<file path="config.mk">
export PLATFORM = sky130hd
export DESIGN_NAME = seq_divider
export DESIGN_NICKNAME = d
export VERILOG_FILES = /design/src/rtl/seq_divider_pkg.sv /design/src/rtl/seq_divider_div_step.sv /design/src/rtl/seq_divider.sv
export SDC_FILE = /design/constraint.sdc
export NUM_CORES = 1
export LEC_CHECK = 0
export ABC_AREA = 0
export CORE_UTILIZATION = 35
export DETAILED_ROUTE_END_ITERATION = 16
export PLACE_DENSITY = 0.64
export SYNTH_ARGS = -nofsm -noshare
export SYNTH_HDL_FRONTEND = slang
export SYNTH_HIERARCHICAL = 1
export SYNTH_SLANG_ARGS = --single-unit
export TNS_END_PERCENT = 10
</file>
<file path="constraint.sdc">
create_clock -name clk -period 2 [get_ports clk]
set_clock_uncertainty 0.05 [all_clocks]
set_input_delay 0.6 -clock clk [delete_from_list [all_inputs] [get_ports clk]]
set_output_delay 0.6 -clock clk [all_outputs]
set_load 0.03 [all_outputs]
</file>
<file path="src/rtl/seq_divider_pkg.sv">
// Shared constants for the sequential restoring divider: FSM encodings and counter sizing.
package seq_divider_pkg;

    localparam logic [1:0] ST_IDLE = 2'd0;
    localparam logic [1:0] ST_RUN  = 2'd1;
    localparam logic [1:0] ST_DONE = 2'd2;

    function automatic int cnt_width(input int n_steps);
        return $clog2(n_steps + 1);
    endfunction

endpackage

</file>
<file path="src/rtl/seq_divider_div_step.sv">
// One combinational restoring-division step: shift in a dividend bit, trial-subtract the divisor.
module div_step #(
    parameter int DIVISOR_W = 4
) (
    input  logic [DIVISOR_W:0]   r_i,
    input  logic                 bit_i,
    input  logic [DIVISOR_W-1:0] divisor_i,
    output logic [DIVISOR_W:0]   r_o,
    output logic                 q_o
);

    logic [DIVISOR_W:0]   shifted;
    logic [DIVISOR_W+1:0] diff;

    always_comb begin
        shifted = {r_i[DIVISOR_W-1:0], bit_i};
        // Extra top bit acts as the borrow: set means the trial went negative.
        diff    = {1'b0, shifted} - {2'b00, divisor_i};
        q_o     = ~diff[DIVISOR_W+1];
        r_o     = q_o ? diff[DIVISOR_W:0] : shifted;
    end

endmodule

</file>
<file path="src/rtl/seq_divider.sv">
// Sequential unsigned restoring divider, one quotient bit per clock, start/busy/done handshake.
// Optional SEQ_DIVIDER_ZERO_DETECT_EN: divide-by-zero short-cuts straight to DONE and flags div_zero_o.
//
// state | meaning
// IDLE  | waiting for start_i
// RUN   | one restoring step per edge, dividend MSB first
// DONE  | done_o pulse; results valid; start_i may begin the next division
module seq_divider
    import seq_divider_pkg::*;
#(
    parameter int DIVIDEND_W = 8,
    parameter int DIVISOR_W  = 4
) (
    input  logic                  clk,
    input  logic                  rst,
    input  logic                  start_i,
    input  logic [DIVIDEND_W-1:0] dividend_i,
    input  logic [DIVISOR_W-1:0]  divisor_i,
    output logic                  busy_o,
    output logic                  done_o,
    output logic [DIVIDEND_W-1:0] quotient_o,
    output logic [DIVISOR_W-1:0]  remainder_o,
    output logic                  div_zero_o
);

    localparam int CNT_W = cnt_width(DIVIDEND_W);

    logic [1:0]            state_q,     state_d;
    logic [CNT_W-1:0]      cnt_q,       cnt_d;
    logic [DIVISOR_W:0]    r_q,         r_d;
    logic [DIVIDEND_W-1:0] dvd_q,       dvd_d;
    logic [DIVISOR_W-1:0]  dsr_q,       dsr_d;
    logic [DIVIDEND_W-1:0] quo_q,       quo_d;
    logic [DIVIDEND_W-1:0] quotient_q,  quotient_d;
    logic [DIVISOR_W-1:0]  remainder_q, remainder_d;
    logic                  dz_q,        dz_d;

    logic [DIVISOR_W:0]    step_r;
    logic                  step_q;

    div_step #(.DIVISOR_W(DIVISOR_W)) u_step (
        .r_i       (r_q),
        .bit_i     (dvd_q[DIVIDEND_W-1]),
        .divisor_i (dsr_q),
        .r_o       (step_r),
        .q_o       (step_q)
    );

    always_comb begin
        state_d     = state_q;
        cnt_d       = cnt_q;
        r_d         = r_q;
        dvd_d       = dvd_q;
        dsr_d       = dsr_q;
        quo_d       = quo_q;
        quotient_d  = quotient_q;
        remainder_d = remainder_q;
        dz_d        = dz_q;
        case (state_q)
            ST_IDLE, ST_DONE: begin
                state_d = ST_IDLE;
                if (start_i) begin
                    state_d = ST_RUN;
                    dvd_d   = dividend_i;
                    dsr_d   = divisor_i;
                    r_d     = '0;
                    cnt_d   = '0;
                    quo_d   = '0;
`ifdef SEQ_DIVIDER_ZERO_DETECT_EN
                    if (divisor_i == '0) begin
                        state_d     = ST_DONE;
                        quotient_d  = '1;
                        remainder_d = dividend_i[DIVISOR_W-1:0];
                        dz_d        = 1'b1;
                    end
`endif
                end
            end
            ST_RUN: begin
                r_d   = step_r;
                dvd_d = dvd_q << 1;
                quo_d = {quo_q[DIVIDEND_W-2:0], step_q};
                cnt_d = cnt_q + CNT_W'(1);
                if (cnt_q == CNT_W'(DIVIDEND_W - 1)) begin
                    state_d     = ST_DONE;
                    quotient_d  = {quo_q[DIVIDEND_W-2:0], step_q};
                    remainder_d = step_r[DIVISOR_W-1:0];
                    dz_d        = 1'b0;
                end
            end
            default: state_d = ST_IDLE;
        endcase
    end

    always_ff @(posedge clk or posedge rst) begin
        if (rst) begin
            state_q     <= ST_IDLE;
            cnt_q       <= '0;
            r_q         <= '0;
            dvd_q       <= '0;
            dsr_q       <= '0;
            quo_q       <= '0;
            quotient_q  <= '0;
            remainder_q <= '0;
            dz_q        <= 1'b0;
        end else begin
            state_q     <= state_d;
            cnt_q       <= cnt_d;
            r_q         <= r_d;
            dvd_q       <= dvd_d;
            dsr_q       <= dsr_d;
            quo_q       <= quo_d;
            quotient_q  <= quotient_d;
            remainder_q <= remainder_d;
            dz_q        <= dz_d;
        end
    end

    assign busy_o      = (state_q == ST_RUN);
    assign done_o      = (state_q == ST_DONE);
    assign quotient_o  = quotient_q;
    assign remainder_o = remainder_q;
`ifdef SEQ_DIVIDER_ZERO_DETECT_EN
    assign div_zero_o  = dz_q;
`else
    // Without zero detection the flag register still exists but never sets.
    assign div_zero_o  = 1'b0 & dz_q;
`endif

endmodule

</file>
== After elaboration in Yosys (flattened, before gate mapping) ==
Cells that the tools add are included.
Storage, ports and cells
  bits in registers: 41
  bits in latches: 0
  RAM bits: 0
  ROM bits: 0
  input port bits: 15
  output and inout bits: 15
  logic and storage cells: 34
  memories: 0
Cells by class
  add/subtract/negate cells: 2
  multiply operators: 0
  divide/modulo/power cells: 0
  order comparisons: 0
  equality and inequality tests: 5
  shift operators: 0
  multiplexer cells: 12
  bitwise logic cells: 1
  reductions and logical operators: 6
Operator list (count)
  $pmux W4 S2: 2
  $pmux W8 S2: 1
  $pmux W7 S2: 1
  $mux W4: 3
  $mux W8: 1
  $mux W7: 1
  $reduce_and A2 Y1: 3
  $sub A5 B4 Y6: 1
  $add A4 B1 Y4 const B: 1
  $eq A4 B3 Y1 const B: 1
  $pmux W2 S2: 1
  $eq A2 B1 Y1 const B: 1
  $eq A2 B2 Y1 const B: 1
  $logic_not A2 Y1: 1
  $mux W2: 1
  $ne A2 B1 Y1 const B: 1
  $ne A2 B2 Y1 const B: 1
  $reduce_bool A2 Y1: 1
  $reduce_or A2 Y1: 1
  $mux W1: 1
  $not A1 Y1: 1

== Logic depth before layout (Yosys ltp) ==
  depth in word-level cells: 4
  mapped depth: 7
  mapped depth without buffers: 7

== Cells and area by module ==
The synthesis kept the hierarchy.
Modules (own cells, without submodules)
  seq_divider: instances 1, cells each 121, area an instance 1660.3 sq um, seq. area each 1051.0 sq um
  div_step: instances 1, cells each 27, area an instance 247.7 sq um, seq. area each 0.0 sq um

== Least setup slack after synthesis ==
Ideal clock, no wire load.
  path kind: register to register
  start point: register dvd_q[7]
  end point: register r_q[4] (netlist name)
  library setup time: 0.121 ns
  arrival time: 1.906 ns
  data required time: 1.829 ns
  setup slack: -0.077 ns
  cell stages (with the launch flop): 9
  path buffers: 0
  period minus slack after synthesis: 2.077 ns
  cells stage by stage: dfrtp_1 > inv_1 > ha_1 > inv_1 > fa_1 > a21o_1 > a21oi_1 > mux2_2 > a22o_1
RTL lines
  start: declaration: RTL line seq_divider.sv:31  | logic [DIVIDEND_W-1:0] dvd_q, dvd_d;
  start signal: assignment: RTL line seq_divider.sv:110  | dvd_q <= dvd_d;

== Worst setup path in the final report ==
  start point: register quotient_q[0], in the netlist quotient_o[0]
  end point: output port quotient_o[0]
RTL lines
  start: declaration: RTL line seq_divider.sv:34  | logic [DIVIDEND_W-1:0] quotient_q, quotient_d;
  start signal: assignment: RTL line seq_divider.sv:113  | quotient_q <= quotient_d;
  end: declaration: RTL line seq_divider.sv:21  | output logic [DIVIDEND_W-1:0] quotient_o,
No word-level cell between the ends.

==> run summary <==
The fraction of layout instances using a drive strength above 1 is 22.5%. The stage delay of the slowest cell on the critical path came out at 0.67 ns. The post-synth net total came out at 163.

Leaving out fill and tap cells, the most frequent cell in the layout is dfrtp_1. Power comes to 4.46 mW. The total length of routed wires is 3510 um.

The number of buffers inserted by hold repair at cts is 0. The total CTS buffers came out at 5. Across all layers, the routed design uses 1201 vias.

The number of remaining DRC errors came out at 0. The synthesized instance count came out at 142. The cell area that synthesis handed to floorplanning was 1850 um^2.

The maximum number of pins on one net before global-route repair came out at 42. The count of nets left with antenna violations once routing finished came out at 0. Clock tree synthesis found a total of 41 sinks. TritonCTS built the clock tree. The power per standard cell area came out at 1860 nW/um^2. The clock-pin slew of the registers on the worst-case setup and hold paths came out at 0.08 ns. The number of port buffers is 28.

By startpoint and endpoint, the worst setup path is classified as reg -> out. The sum of overflow across all layers after global routing is 0. STA classifies the critical path startpoint as a flop. The core occupancy in the finished layout is 47.0%. The count of max-cap constraint violations came out at 0. For this run, the post-layout net count is 202. In this run the number of H-tree levels came out at 2. The detailed placement HPWL came out at 2580 um. Using the TritonRoute via totals, the vias-per-cell ratio works out to 4.77.

The floorplan has 26 rows. After layout, the minimum clock period comes to 1.95 ns. The die boundary height came out at 74.6 um.

The final cell area excluding filler cells is 2400 um^2. The number of max-slew violations in the final report came out at 0. The number of buffers and inverters on the critical path is 1. The worst-path cell with the longest stage delay is clkdlybuf4s50_1. The share of the clock period used by the worst path after layout came out at 97.7%. The setup total negative slack came out at 0 ns.

From left edge to right edge, the die measures 74.6 um. The kind of cell with the highest combined delay along the critical path is buffers and inverters. The detailed-route wire length per cell came out at 13.9 um.

The worst hold path belongs to the class reg -> reg. The global routing usage summed across all routing layers is 14.4%. Data on the critical path is required at its endpoint by 1.35 ns. The final count of hold timing violations came out at 0. The critical path goes through clkdlybuf4s50_1. Each instance of the synthesized netlist takes up on average 13.0 um^2.

During synthesis, Yosys emitted a total of 6 warnings. The area added between synthesis and finish is 29.9%. The fill cell total of the finished layout is 484. The detailed-router iteration count before antenna repair is 4. The worst-case clock buffer depth is 2. The die outline area is 5570 um^2.

The number of inserted diodes came out at 0. In this run, the number of DRC markers left after iteration 0 of detailed routing was 56. The I/O pin count is 30. The via count of the first global-routing pass is 1225.

The first-pass GRT wire length is 5750 um. Of all nets on the critical path, the largest fanout is 2. The total cell area at the placement stage came out at 2260 um^2. The critical path capture point type is a primary output. The tree is rooted in a clkbuf_8. The area of the core is 5110 um^2.

The flow ran to the end, and the final reports show no timing, DRC or antenna violations. Setup repair after global routing could not meet its margin everywhere. The highest ir drop seen on vdd came out at 0.623 mV. The leakage component of the power came out at 1.20 nW. The clock network latency to the later pin of the worst-skew pair came out at 0.29 ns.

The starting density of the core came out at 36.2%. The number of antenna violations at the first check in global routing was 0. The highest clock rate came out at 512 MHz. The count of final setup violators came out at 0. STA puts the critical path data arrival time at 1.30 ns. The routability congestion estimate from global placement came out at 0.860. In the layout the commonest cells are dfrtp_1 (41), a22o_1 (21), clkdlybuf4s50_1 (18).
==> flip-flops by register name (all words and copies together), names as in the netlist <==
name / count
dsr_q: 4
quotient_o: 8
r_q: 4
state_q: 2
remainder_o: 4
cnt_q: 4
quo_q: 7
dvd_q: 8
==> final cells by class <==
class                           instances  area [um^2]  share of cell area [%]
Sequential cell                        41         1030                    42.8
Multi-Input combinational cell         87          743                    31.0
Timing Repair Buffer                   40          399                    16.6
Tap cell                               70         87.6                    3.65
Clock buffer                            6         82.6                    3.44
Clock inverter                          2         37.5                    1.56
Inverter                                6         22.5                   0.939
==> per-stage QoR <==
stage	hold slack [ns]	worst slack (ns)	cells
floorplan	0.396	0.141	142
global placement	0.409	0.0894	244
CTS	0.438	0.00200	252
global route	0.454	-0.00504	252
finish	0.434	0.0461	252
detailed placement	0.418	0.0315	244
==> power breakdown <==
part,internal (mW),switching (mW),leakage [nW]
logic,1.18,1.12,0.641
registers,1.23,0.247,0.502
clock network,0.406,0.284,0.0574
total,2.81,1.65,1.20
==> final timing paths <==
check                           slack [ns]                         end  cells past startpoint                 startpoint
max in group asynchronous             1.09        dvd_q[3]$_DFFE_PP0P_                      3                        rst
worst max-delay path                  0.05               quotient_o[0]                      1  quotient_o[0]$_DFFE_PP0P_
worst min register to register        0.43        dvd_q[4]$_DFFE_PP0P_                      1       dvd_q[4]$_DFFE_PP0P_
min in group asynchronous             0.62  remainder_o[2]$_DFFE_PP0P_                      3                        rst
worst max register to register        0.06  remainder_o[2]$_DFFE_PP0P_                      7       dvd_q[7]$_DFFE_PP0P_
worst min-delay path                  0.43        dvd_q[4]$_DFFE_PP0P_                      1       dvd_q[4]$_DFFE_PP0P_
==> metal layers <==
| metal | part of all wire [%] | vias up | GRT usage, % |
|---|---|---|---|
| met4 | 2.9 | 0 | 7.97 |
| met1 | 45 | 590 | 17.0 |
| met3 | 3.1 | 10 | 4.02 |
| met5 | 0 | - | 0 |
| li1 | - | 578 | - |
| met2 | 49 | 23 | 23.6 |
==> what timing repair did <==
| item | CTS | global route |
|---|---|---|
| endpoints found under the hold margin | 0 | 0 |
| buffers inserted | 0 | 0 |
| gates resized for setup | 1 | 9 |
| setup endpoints to repair | 1 | 10 |
| cloned | 0 | 0 |
Note: power is estimated with default switching activity, not from simulation.
